File: config.mk
export PLATFORM = sky130hd
export DESIGN_NAME = elastic_pipe_reg
export DESIGN_NICKNAME = d
export VERILOG_FILES = /design/src/rtl/elastic_pipe_reg.sv
export SDC_FILE = /design/constraint.sdc
export NUM_CORES = 1
export LEC_CHECK = 0
export BUFFER_PORTS_ARGS = -buffer_cell sky130_fd_sc_hd__clkbuf_2
export CAP_MARGIN = 0
export CORE_MARGIN = 1
export CORE_UTILIZATION = 55
export CTS_CLUSTER_SIZE = 40
export DETAILED_ROUTE_END_ITERATION = 16
export HOLD_SLACK_MARGIN = 0.08
export PLACE_DENSITY = 0.85
export SLEW_MARGIN = 10
export SYNTH_ARGS = -nofsm -noshare
export SYNTH_HDL_FRONTEND = slang
export SYNTH_SLANG_ARGS = --single-unit
export TNS_END_PERCENT = 20
File: constraint.sdc
create_clock -name CLK -period 2.6 [get_ports CLK]
set_input_delay 0.13 -clock CLK [delete_from_list [all_inputs] [get_ports CLK]]
set_output_delay 0.13 -clock CLK [all_outputs]
set_load 0.05 [all_outputs]
File: src/rtl/elastic_pipe_reg.sv
// Elastic pipeline register: DEPTH valid/ready stages with bubble collapse,
// global clock-enable, synchronous flush and synchronous active-high reset.
module elastic_pipe_reg #(
  parameter int              WIDTH     = 8,
  parameter int              DEPTH     = 3,
  parameter logic [WIDTH-1:0] RESET_VAL = '0
) (
  input  logic                       CLK,
  input  logic                       RST,
  input  logic                       En,
  input  logic                       FLUSH,
  input  logic                       IN_VALID,
  input  logic [WIDTH-1:0]           IN_DATA,
  output logic                       IN_READY,
  output logic                       OUT_VALID,
  output logic [WIDTH-1:0]           OUT_DATA,
  input  logic                       OUT_READY,
  output logic [$clog2(DEPTH+1)-1:0] OCC
);

  localparam int OCCW = $clog2(DEPTH+1);

  logic [DEPTH-1:0][WIDTH-1:0] data;
  logic [DEPTH-1:0]            vld;
  logic [DEPTH-1:0]            acc;
  logic                        active;
  logic                        in_xfer;
  logic                        out_xfer;

  assign active = En & ~FLUSH;

  // A stage can take new contents if it is empty or its occupant moves on.
  always_comb begin
    acc = '0;
    acc[DEPTH-1] = ~vld[DEPTH-1] | OUT_READY;
    for (int i = DEPTH-2; i >= 0; i--) begin
      acc[i] = ~vld[i] | acc[i+1];
    end
  end

  assign IN_READY  = acc[0] & active;
  assign OUT_VALID = vld[DEPTH-1] & active;
  assign OUT_DATA  = data[DEPTH-1];
  assign in_xfer   = IN_VALID & IN_READY;
  assign out_xfer  = OUT_VALID & OUT_READY;

  always_ff @(posedge CLK) begin
    if (RST) begin
      vld  <= '0;
      data <= {DEPTH{RESET_VAL}};
      OCC  <= '0;
    end else if (En) begin
      if (FLUSH) begin
        vld  <= '0;
        data <= {DEPTH{RESET_VAL}};
        OCC  <= '0;
      end else begin
        if (acc[0]) begin
          data[0] <= IN_DATA;
          vld[0]  <= in_xfer;
        end
        for (int i = 1; i < DEPTH; i++) begin
          if (acc[i]) begin
            data[i] <= data[i-1];
            vld[i]  <= vld[i-1];
          end
        end
        if (in_xfer && !out_xfer) begin
          OCC <= OCC + OCCW'(1);
        end else if (out_xfer && !in_xfer) begin
          OCC <= OCC - OCCW'(1);
        end
      end
    end
  end

endmodule

=== Word level (Yosys, flattened, before mapping) ===
Index checks and enable logic that the tools add are counted.

* Multipliers: 0
* Bitwise gates (word level): 12
* Reduce and logical (&&, ||, !) cells: 12
* Equality and inequality tests: 0
* Shift operators: 0
* Add/subtract/negate cells: 2
* Div/mod/pow operators: 0
* Order comparisons: 0
* Multiplexer cells: 11

{| class="wikitable"
|+ Operator list
! cell !! count
|-
| $mux W24 || 1
|-
| $mux W8 || 3
|-
| $reduce_and A2 Y1 || 4
|-
| $mux W2 || 3
|-
| $reduce_bool A2 Y1 || 3
|-
| $and A1 B1 Y1 || 5
|-
| $not A1 Y1 || 4
|-
| $mux W1 || 3
|-
| $mux W3 || 1
|-
| $or A1 B1 Y1 || 3
|-
| $reduce_bool A3 Y1 || 1
|-
| $add A2 B1 Y2 const B || 1
|-
| $logic_and A1 B1 Y1 || 2
|-
| $logic_not A1 Y1 || 2
|-
| $sub A2 B1 Y2 const B || 1
|}

* Register bits after elaboration: 29
* Memory bits (writable): 0
* Latch bits: 0
* Memory bits (read-only): 0
* Memories kept: 0

=== Depth between registers and ports, before layout ===
* Depth after elaboration: 11
* Depth in mapped cells: 6
* Gate-level depth less buffers: 4

=== Worst setup path before layout ===
OpenSTA, ideal clock, no wires.

* Kind: reg2reg
* Start point: reg vld[2]
* End point: reg data[2] (netlist bit)
* Path slack: 1227 ps
* Stages on the path, launching flop included: 7
* Clock period less this slack: 1373 ps
* Arrival time: 1245 ps
* Setup time: 128 ps
* Cell sequence: dfxtp_1 buf_4 nand2_2 o31a_4 buf_4 a22oi_1 nor2_1

* Word-level cells in the longest chain between the ends: 6

{| class="wikitable"
|+ RTL lines
! element !! RTL line !! RTL
|-
| from (decl) || 24 || <nowiki>logic [DEPTH-1:0] vld;</nowiki>
|-
| from (signal, indexed assignment) || 65 || <nowiki>vld[i] <= vld[i-1];</nowiki>
|-
| $not A1 Y1 || 35 || <nowiki>acc[DEPTH-1] = ~vld[DEPTH-1] | OUT_READY;</nowiki>
|-
| $or A1 B1 Y1 || 35 ||
|-
| $or A1 B1 Y1 (2 in series) || 37 || <nowiki>acc[i] = ~vld[i] | acc[i+1];</nowiki>
|-
| $reduce_bool A2 Y1 (no source line) || - ||
|-
| $reduce_and A2 Y1 (no source line) || - ||
|-
| to (signal assigned) || 50 || <nowiki>data <= {DEPTH{RESET_VAL}};</nowiki>
|-
| to (signal assigned) || 55 || <nowiki>data <= {DEPTH{RESET_VAL}};</nowiki>
|-
| to (signal, indexed assignment) || 64 || <nowiki>data[i] <= data[i-1];</nowiki>
|-
| to (decl) || 23 || <nowiki>logic [DEPTH-1:0][WIDTH-1:0] data;</nowiki>
|}

No other way between the ends.
A chain may end at the register's enable or synchronous reset.

=== Worst setup path after layout ===
* Start point: reg vld[2]
* End point: out IN_READY

* Word-level cells in the longest chain between the ends: 5

{| class="wikitable"
|+ RTL lines
! element !! RTL line !! RTL
|-
| $not A1 Y1 || 35 ||
|-
| $or A1 B1 Y1 || 35 ||
|-
| $or A1 B1 Y1 (2 in series) || 37 ||
|-
| $and A1 B1 Y1 || 41 || <nowiki>assign IN_READY = acc[0] & active;</nowiki>
|-
| to (decl) || 14 || <nowiki>output logic IN_READY,</nowiki>
|}

No other way between the ends.

==> qor.log <==
INFO  outcome        status=finished clean
INFO  synthesis      postSynth.topFlopCell=dfxtp_1
INFO  synthesis      yosys.area_share.xor_xnor=0.00716
INFO  run            max_cap_violations=0
INFO  placement      dp_worst_setup_slack=1.03ns
INFO  sta            maxSlewHeadroom=0.517
INFO  min_path       worstHoldPathCells=3
INFO  clocking       clkLatencyLatePin=0.32ns
INFO  global_routing grt_antenna_before_repair=0
INFO  setup_path     end_kind=output pin
INFO  sta            tns=0ns
INFO  placement      io_buffers=25
INFO  global_routing grt_util_overall=0.249
INFO  synthesis      synth_top_family_by_area=compound AO/OA/AOI/OAI gates
INFO  setup_path     worst_ep_arrival_time=1.60ns
INFO  min_path       timing.hold.worst.start=IN_DATA[3]
INFO  die            start_util=0.605
INFO  routing        vias_per_cell=5.94
INFO  setup_path     r2r_start=vld[2]$_SDFFE_PP0P_
INFO  sta            period_share=0.667
INFO  synthesis      synth_simple_gate_area_share=0.140
INFO  synthesis      syn_area=1220squm
INFO  synthesis      postSynthNetCount=142
INFO  synthesis      yosys.area_share.adder=0
INFO  cells_and_area nNetsFinal=162
INFO  clocking       postCtsSetupRepairBufs=0
INFO  global_routing grt_start_max_net_pins=30
INFO  die            core_area=2020squm
INFO  sta            final_max_slew_viol_count=0
INFO  placement      place.gp.congestion=0.858
INFO  synthesis      count_of_flip_flops_with_a_built_in_enable_after_synthesis=0
INFO  sta            worstMarginPinSlew=0.720ns
INFO  synthesis      synth.largest_area_cell=dfxtp_1
INFO  routing        avgRoutedWirePerCell=15.4microns
INFO  power          total_leakage_power=0.559nW
INFO  setup_path     r2r_slack=0.99ns
INFO  synthesis      synth.ff_latch_count=29
INFO  synthesis      syn_inst=128
INFO  synthesis      synth.top_cells.by_area=dfxtp_1 (47%), a22oi_1 (17%), nor2_1 (8.9%)
INFO  die            dieWidth=49.2microns
INFO  power          powerDensity=656nW/um^2
INFO  cells_and_area synthToLayoutAreaGrowth=14.4%
INFO  routing        drtAntennaViolNets=0
INFO  synthesis      synth.yosys.seq_area_share=0.474
INFO  die            fp.dieArea=2420squm
INFO  sta            fin_crit=1.73ns
INFO  min_path       hold_path_class=in2reg
INFO  clocking       htree_levels=2
INFO  setup_path     r2r.worst_path.cells=4
INFO  die            chip_height=49.2microns
INFO  sta            setup_slack=0.866ns
INFO  clocking       cts_tree=built
INFO  sta            fin_skew=0.00558ns
INFO  synthesis      yosys_warnings=0
INFO  setup_path     crit_required=2.47ns
INFO  cells_and_area layout-drive-gt1-share=0.275
INFO  clocking       clock_pin_slew_worst_setup_and_hold_paths=0.09ns
INFO  synthesis      synth_mux_area_frac=0
INFO  placement      hpwlAfterDp=1.82mm
INFO  synthesis      synthArstFlopShare=0
INFO  global_routing first_global_vias=974
INFO  cells_and_area antenna-diode-count=0
INFO  synthesis      yosys.area.top_type_share=0.474
INFO  sta            finalHoldViolCount=0
INFO  setup_path     worstReg2RegEnd=data[13]$_SDFFE_PP0P_
INFO  die            io_pins=26
INFO  sta            finalSetupViolations=0
INFO  global_routing first_pass_grt_wire_length=4.51mm
INFO  routing        drt_first_iter_violations=29
INFO  cells_and_area finalCoreUtilization=0.692
INFO  die            rows=16
INFO  clocking       tritoncts_buffers=5
INFO  min_path       min_to=data[3]$_SDFFE_PP0P_
INFO  setup_path     cp-startpoint=vld[2]$_SDFFE_PP0P_
INFO  power          vdd.ir_drop.worst=0.507mV
INFO  synthesis      synthesis.area_per_instance=9.56squm
INFO  setup_path     critical_path_class=reg2out
INFO  clocking       post_cts_resized=0
INFO  synthesis      number_of_library_cell_types_mapped_by_synthesis=29
INFO  clocking       clk_path_buf_depth=2
INFO  power          p_total=918uW
INFO  global_routing grt_remaining_overflow=0
INFO  sta            timing.fmax=577MHz
INFO  sta            grt_setup_unrepaired=no
INFO  routing        drcViolationCount=0
INFO  setup_path     crit_path_max_fanout=13
INFO  routing        dr.pass1.iters=5
INFO  synthesis      most_common_library_cells_after_synthesis=dfxtp_1 (29), nor2_1 (29), a22oi_1 (27), buf_4 (10), clkbuf_1 (3)
INFO  synthesis      synth-compound-area-share=0.278
INFO  routing        detail_route.wirelength=2.71mm
INFO  routing        route.vias.total=1046
INFO  clocking       clock-root-buffer=clkbuf_4
INFO  setup_path     timing.critical_path.from_type=flop
INFO  clocking       cts.sinks=29
[through the flow]
step	cell area, sq um	hold slack [ns]	instances
5_1_grt	1400	0.119	176
4_1_cts	1390	0.0832	175
3_3_place_gp	1270	0.381	164
2_1_floorplan	1220	0.291	128
3_5_place_dp	1270	0.388	164
6_report	1400	0.0813	176
[critical path, cell delays in order (launching register included)]
cell and delay, ns:
dfxtp_1 0.50, nand2_2 0.15, o31a_4 0.38, clkbuf_2 0.26
[cell families (layout without fill, tap and decap cells)]
kind of cell,count (synthesis),in the layout
xor gates and xnor gates,1,1
AOI/OAI and AO/OA,40,40
DFF,29,29
and+or+nand+nor,38,38
buffers and inverters,20,41
[metal layers]
layer,routed length (microns),vias up,share of wire,track usage
met5,0,-,0,0
met4,78,0,0.029,0.137
met3,139,9,0.051,0.0717
met2,1340,41,0.49,0.400
met1,1150,500,0.43,0.297
li1,-,496,-,-
[flip-flops by register name (all words and copies together), names as in the netlist]
register and count:
data 16, OUT_DATA 8, vld 3, OCC 2
[report_power, final]
| group | internal, mW | switching [mW] |
|---|---|---|
| clock network | 0.230 | 0.150 |
| logic | 0.0291 | 0.0520 |
| registers | 0.452 | 0.00561 |
| total | 0.711 | 0.207 |
[repair_timing]
item,4_1_cts,5_1_grt
endpoints found under the setup margin,0,0
hold buffers,3,1
hold endpoints to repair,3,1
[cell usage in the layout, fill, tap and decap left out, types with 2 or more instances in the layout]
cell | synthesis | routed
dlygate4sd3_1 | 0 | 4
dfxtp_1 | 29 | 29
clkbuf_4 | 0 | 5
clkbuf_2 | 1 | 25
inv_1 | 2 | 2
o31ai_2 | 2 | 2
inv_2 | 2 | 2
nand3_1 | 2 | 2
a21oi_1 | 2 | 2
nor2_1 | 29 | 29
a22oi_1 | 27 | 27
a211o_1 | 2 | 2
[cell type report]
cell class,count,area [sq um]
fillers,183,622
flip-flops and latches,29,581
multi-input cells,79,520
repair buffers,29,165
clock buffers,7,55.1
well taps,27,33.8
clock inverters,1,30.0
inverters,4,15.0
[worst max path at each step]
stage                                  endpoint  slack (ns)  cells past startpoint
after floorplan            data[2]$_SDFFE_PP0P_        1.23                      6
after global placement    data[13]$_SDFFE_PP0P_        1.11                      4
after detailed placement  data[12]$_SDFFE_PP0P_        1.03                      4
after CTS                              IN_READY        0.87                      3
after global routing                   IN_READY        0.80                      3
final                                  IN_READY        0.87                      3
(Power assumes the default switching activity.)
